$ cat config.mk
export PLATFORM = sky130hd
export DESIGN_NAME = mem_port_arbiter
export DESIGN_NICKNAME = d
export VERILOG_FILES = /design/src/rtl/sys_defs.sv /design/src/rtl/arb_latency_counter.sv /design/src/rtl/mem_port_arbiter.sv
export SDC_FILE = /design/constraint.sdc
export NUM_CORES = 1
export LEC_CHECK = 0
export CAP_MARGIN = 30
export CELL_PAD_IN_SITES_DETAIL_PLACEMENT = 1
export CELL_PAD_IN_SITES_GLOBAL_PLACEMENT = 2
export CORE_ASPECT_RATIO = 1.5
export CORE_UTILIZATION = 22
export CTS_BUF_LIST = sky130_fd_sc_hd__clkbuf_16
export CTS_CLUSTER_SIZE = 40
export DETAILED_ROUTE_END_ITERATION = 8
export GPL_TIMING_DRIVEN = 1
export PLACE_DENSITY = 0.89
export SLEW_MARGIN = 20
export SYNTH_ARGS = -nofsm -noshare
export SYNTH_HDL_FRONTEND = slang
export SYNTH_HIERARCHICAL = 1
export SYNTH_SLANG_ARGS = --single-unit
$ cat constraint.sdc
create_clock -name clk -period 3.65 [get_ports clk]
set_input_delay 0.365 -clock clk [delete_from_list [all_inputs] [get_ports clk]]
set_output_delay 0.365 -clock clk [all_outputs]
set_load 0.05 [all_outputs]
$ cat src/rtl/sys_defs.sv
// Shared types and defaults for the unified-memory port arbiter.
package sys_defs;

    typedef enum logic [1:0] {
        CMD_NONE  = 2'b00,
        CMD_LOAD  = 2'b01,
        CMD_STORE = 2'b10
    } mem_cmd_t;

    typedef enum logic [1:0] {
        IDLE   = 2'b00,
        BUSY_I = 2'b01,
        BUSY_D = 2'b10
    } arb_state_t;

    localparam int unsigned DEF_MEM_LATENCY  = 2;
    localparam int unsigned DEF_STARVE_LIMIT = 4;
    localparam int unsigned CNT_W            = 4;

    function automatic logic [31:0] word_align(input logic [31:0] a);
        return a & 32'hFFFF_FFFC;
    endfunction

endpackage

$ cat src/rtl/arb_latency_counter.sv
// Load/increment/compare counter: i_load starts it at 1, o_done marks count==LATENCY.
// The count returns to 0 after the done cycle unless reloaded; no backpressure.
module arb_latency_counter
    import sys_defs::*;
#(
    parameter int unsigned LATENCY = DEF_MEM_LATENCY
) (
    input  logic i_clk,
    input  logic i_rst_n,
    input  logic i_load,
    output logic o_done
);

    localparam logic [CNT_W-1:0] LAT_C = CNT_W'(LATENCY);

    logic [CNT_W-1:0] r_cnt;

    always_ff @(posedge i_clk or negedge i_rst_n) begin
        if (!i_rst_n) begin
            r_cnt <= '0;
        end else if (i_load) begin
            r_cnt <= CNT_W'(1);
        end else if (r_cnt == LAT_C) begin
            r_cnt <= '0;
        end else if (r_cnt != '0) begin
            r_cnt <= r_cnt + 1'b1;
        end
    end

    assign o_done = (r_cnt == LAT_C);

endmodule

$ cat src/rtl/mem_port_arbiter.sv
// Arbitrates IF and MEM requesters onto one fixed-latency memory; one transaction in flight,
// grant-to-rvalid latency MEM_LATENCY; requesters are held off with level stalls.
module mem_port_arbiter
    import sys_defs::*;
#(
    parameter int unsigned MEM_LATENCY  = DEF_MEM_LATENCY,
    parameter int unsigned STARVE_LIMIT = DEF_STARVE_LIMIT
) (
    input  logic        clk,
    input  logic        rst,
    input  logic        if_req,
    input  logic [31:0] if_addr,
    input  logic        if_flush,
    output logic [31:0] if_rdata,
    output logic        if_rvalid,
    output logic        if_stall,
    input  logic        d_req,
    input  logic        d_we,
    input  logic [31:0] d_addr,
    input  logic [31:0] d_wdata,
    output logic [31:0] d_rdata,
    output logic        d_rvalid,
    output logic        d_stall,
    output logic [1:0]  mem_cmd,
    output logic [31:0] mem_addr,
    output logic [31:0] mem_wdata,
    input  logic [31:0] mem_rdata
);

    localparam logic [CNT_W-1:0] STARVE_C = CNT_W'(STARVE_LIMIT);

    arb_state_t       r_state;
    arb_state_t       w_state_nxt;
    logic [CNT_W-1:0] r_starve_cnt;
    logic             r_flushed;
    logic [31:0]      r_addr;
    logic [31:0]      r_wdata;
    mem_cmd_t         w_cmd;
    logic             w_grant_d;
    logic             w_grant_i;
    logic             w_done;

    arb_latency_counter #(
        .LATENCY (MEM_LATENCY)
    ) u_lat_cnt (
        .i_clk   (clk),
        .i_rst_n (rst),
        .i_load  (w_grant_d | w_grant_i),
        .o_done  (w_done)
    );

    // Grants are gated by rst so a request held during reset never issues a command.
    always_comb begin
        w_grant_d = 1'b0;
        w_grant_i = 1'b0;
        if (rst && (r_state == IDLE)) begin
            w_grant_d = d_req && (!if_req || (r_starve_cnt < STARVE_C));
            w_grant_i = if_req && (!d_req || (r_starve_cnt >= STARVE_C));
        end
    end

    always_ff @(posedge clk or negedge rst) begin
        if (!rst) begin
            r_state <= IDLE;
        end else begin
            r_state <= w_state_nxt;
        end
    end

    always_comb begin
        w_state_nxt = r_state;
        w_cmd       = CMD_NONE;
        mem_addr    = '0;
        mem_wdata   = '0;
        case (r_state)
            IDLE: begin
                if (w_grant_d) begin
                    w_state_nxt = BUSY_D;
                    w_cmd       = d_we ? CMD_STORE : CMD_LOAD;
                    mem_addr    = word_align(d_addr);
                    mem_wdata   = d_wdata;
                end else if (w_grant_i) begin
                    w_state_nxt = BUSY_I;
                    w_cmd       = CMD_LOAD;
                    mem_addr    = word_align(if_addr);
                end
            end
            BUSY_I, BUSY_D: begin
                mem_addr  = r_addr;
                mem_wdata = r_wdata;
                if (w_done) begin
                    w_state_nxt = IDLE;
                end
            end
            default: w_state_nxt = IDLE;
        endcase
    end

    assign mem_cmd = w_cmd;

    always_ff @(posedge clk or negedge rst) begin
        if (!rst) begin
            r_addr  <= '0;
            r_wdata <= '0;
        end else if (w_grant_d) begin
            r_addr  <= word_align(d_addr);
            r_wdata <= d_wdata;
        end else if (w_grant_i) begin
            r_addr  <= word_align(if_addr);
            r_wdata <= '0;
        end
    end

    always_ff @(posedge clk or negedge rst) begin
        if (!rst) begin
            r_starve_cnt <= '0;
        end else if (r_state == IDLE) begin
            if (w_grant_i || !if_req) begin
                r_starve_cnt <= '0;
            end else if (w_grant_d && (r_starve_cnt < STARVE_C)) begin
                r_starve_cnt <= r_starve_cnt + 1'b1;
            end
        end
    end

    // A flushed fetch still occupies the memory for its full latency; only the return is dropped.
    always_ff @(posedge clk or negedge rst) begin
        if (!rst) begin
            r_flushed <= 1'b0;
        end else if (w_done) begin
            r_flushed <= 1'b0;
        end else if ((r_state == BUSY_I) && if_flush) begin
            r_flushed <= 1'b1;
        end
    end

    assign if_rvalid = (r_state == BUSY_I) && w_done && !r_flushed && !if_flush;
    assign d_rvalid  = (r_state == BUSY_D) && w_done;
    assign if_rdata  = if_rvalid ? mem_rdata : '0;
    assign d_rdata   = d_rvalid ? mem_rdata : '0;
    assign if_stall  = if_req && !if_rvalid;
    assign d_stall   = d_req && !d_rvalid;

endmodule

==> impl_metrics.tcl <==
set metrics [dict create \
    outcome "finished, final reports clean" \
    dpl_cell_area_um2 7750 \
    gp_congestion 0.7628 \
    synth-compound-area-share_pct 16.85 \
    drc_errors 0 \
    overflow 0 \
    fin_crit_sh_pct 84.82 \
    dp_slack_ns 0.9253 \
    fmax_mhz 323.0 \
    synthMuxAreaShare_pct 0 \
    cp.required_ns 3.28 \
    area_growth_pct 70.58 \
    insertion_delay_ns 0.34 \
    layout_commonest_cell "clkdlybuf4s50_1" \
    antenna_found_initial 0 \
    cts_tree "done" \
    fin_worst_skew_ns 0.01419 \
    async_flop_share_pct 100.0 \
    rsz0062_at_grt "false" \
    synthAdderAreaFrac_pct 1.329 \
    initial_utilization_pct 22.44 \
    setup_violations 0 \
    clk_pin_slew_ns 0.07 \
    ctsResizeCount 0 \
    yosys-top-cells-area "dfrtp_1 39%, nand2_1 13%, and2_1 8.5%" \
    fp.coreArea_um2 20980 \
    final_cell_area_um2 8031 \
    first_pass_iters 4 \
    clock_path_buffers 2 \
    worstMarginPinSlew_ns 0.6724 \
    maxSlewViolCount 0 \
    htreeDepth 3 \
    r2r_slack_ns 1.01 \
    drive_above_1_share_pct 12.77 \
    yosys.area.top_type "dfrtp_1" \
    cp.arrival_ns 2.73 \
    cts_sinks 73 \
    nNetsFinal 964 \
    hold_class "in2async" \
    die-area_um2 22000 \
    end_kind "output pin" \
    final.min_clock_period_ns 3.096 \
    ant_nets 0 \
    netlist_area_um2 4708 \
    final_core_utilization_pct 38.28 \
    ctsRootBufferMaster "clkbuf_16" \
    ys_warn_count 6 \
    critPathSlowestCell "buf_4" \
    ys_ff_latch 73 \
    synth_xor_area_share_pct 0.3720 \
    yosysSeqAreaShare_pct 38.80 \
    synth-simple-area-share_pct 36.19 \
    tritoncts.num_buffers 9 \
    path_cells "inv_1 > ha_1 > nor2b_4 > buf_4 > nand2_1 > o211ai_1 > buf_12" \
    ir_drop_mv 0.4818 \
    slew-limit-headroom_pct 55.17 \
    hold_viol_final 0 \
    worstSetupStartpointType "flip-flop" \
    setup_ws_ns 0.5540 \
    yosys_most_used_dff "dfrtp_1" \
    synth.distinct_cells 37 \
    synth_top_family_by_area "simple AND/OR/NAND/NOR gates" \
    via_count 5296 \
    hpwlAfterDp_um 13910 \
    synth_edf_count 0 \
    die_h_um 181.2 \
    groute.usage.overall_pct 17.89 \
    slowest_delay_ns 0.48 \
    rows 65 \
    dieWidth_um 121.4 \
    critical_path_class "reg2out" \
    grt_pass1_wl_um 30720 \
    cts_setup_buffers 0 \
    wl_um 19810 \
    io_pins 268 \
    r2r_cells 7 \
    finalSetupTns_ns 0 \
    crit_fanout 60 \
    grt_max_degree 66 \
    wire_per_inst_um 18.04 \
    synth_area_per_cell_um2 7.887 \
    synth_top_area_share_pct 38.80 \
    final_cell_mix "196 x clkdlybuf4s50_1, 160 x nand2_1, 73 x dfrtp_1" \
    synth_cells 597 \
    leakagePower_nw 3.509 \
    grt_pass1_vias 5637 \
    via_per_inst 4.823 \
    p_per_area_nw_per_um2 823.3 \
    maxCapViolCount 0 \
    drtIter0Drc 208 \
    n_antenna_cell 0 \
    postCtsHoldBufs 1 \
    port-buffer-count 261 \
]
worst max-delay path, delay by kind of cell, from the launching register on:
family | cells | cell delay (ns)
AOI/OAI and AO/OA | 1 | 0.38
adders and majority gates | 1 | 0.42
buffers and inverters | 3 | 0.78
DFF | 1 | 0.40
and+or+nand+nor | 2 | 0.35
synthesized netlist by cell type, types with 3 or more instances:
master,count
nand3_1,34
a21oi_1,34
nand4_1,31
and2_1,64
dfrtp_1,73
clkbuf_1,36
a221o_1,30
nor2b_1,4
buf_2,15
and3_1,34
inv_1,5
buf_1,4
buf_4,3
buf_6,3
o211ai_1,31
nor2_1,6
nand2_1,160
ha_1,5
report_power, final:
group	internal, W	switching, W	total, W
sequential	0.00118	0.000205	0.00138
clock	0.000459	0.000376	0.000835
combinational	0.00167	0.00272	0.00440
total	0.00331	0.00330	0.00661
area by class of cell:
| type | count | area [um^2] |
|---|---|---|
| fillers | 2471 | 12950 |
| repair buffers | 277 | 2960 |
| multi-input cells | 459 | 2619 |
| flip-flops and latches | 73 | 1827 |
| well taps | 268 | 335.3 |
| clock buffers | 9 | 225.2 |
| clock inverters | 7 | 46.29 |
| inverters | 5 | 18.77 |
metal layers:
| metal | track usage (%) | up-vias | share of wire, % |
|---|---|---|---|
| met5 | 0 | - | 0 |
| met4 | 6.667 | 0 | 2.5 |
| met3 | 1.862 | 27 | 3.1 |
| met2 | 31.95 | 141 | 52 |
| met1 | 21.69 | 2583 | 43 |
| li1 | - | 2545 | - |
registers in the layout, summed over array words and instances, names as in the netlist:
register	cells
r_wdata	32
r_addr	30
r_starve_cnt	4
u_lat_cnt/r_cnt	4
r_state	2
r_flushed	1
per-stage QoR:
| step | cells | power [W] | hold slack (ns) |
|---|---|---|---|
| CTS | 1098 | 0.006707 | 0.4694 |
| detailed placement | 1081 | 0.005833 | 0.2544 |
| floorplan | 598 | 0.004041 | 0.06941 |
| global placement | 1081 | 0.005766 | 0.2506 |
| finish | 1098 | 0.006612 | 0.4586 |
| global route | 1098 | 0.007013 | 0.4772 |
kinds of logic (layout without fill, tap and decap cells):
family          after synthesis  in the layout
compound gates              107            107
flops                        73             73
buf+inv                      66            298
other cells                   1              2
simple gates                343            343
xor+xnor                      2              2
fa+ha+maj                     5              5
path summary, 6_finish.rpt:
check                            startpoint           end
worst max-delay path             r_state[1]  mem_addr[16]
worst min-delay path                    rst     r_addr[3]
worst max register to register   r_state[1]    r_state[0]
worst min register to register  r_wdata[16]   r_wdata[16]
max in group asynchronous               rst   r_wdata[20]
min in group clk                r_wdata[16]   r_wdata[16]
Note: power is estimated with default switching activity, not from simulation.
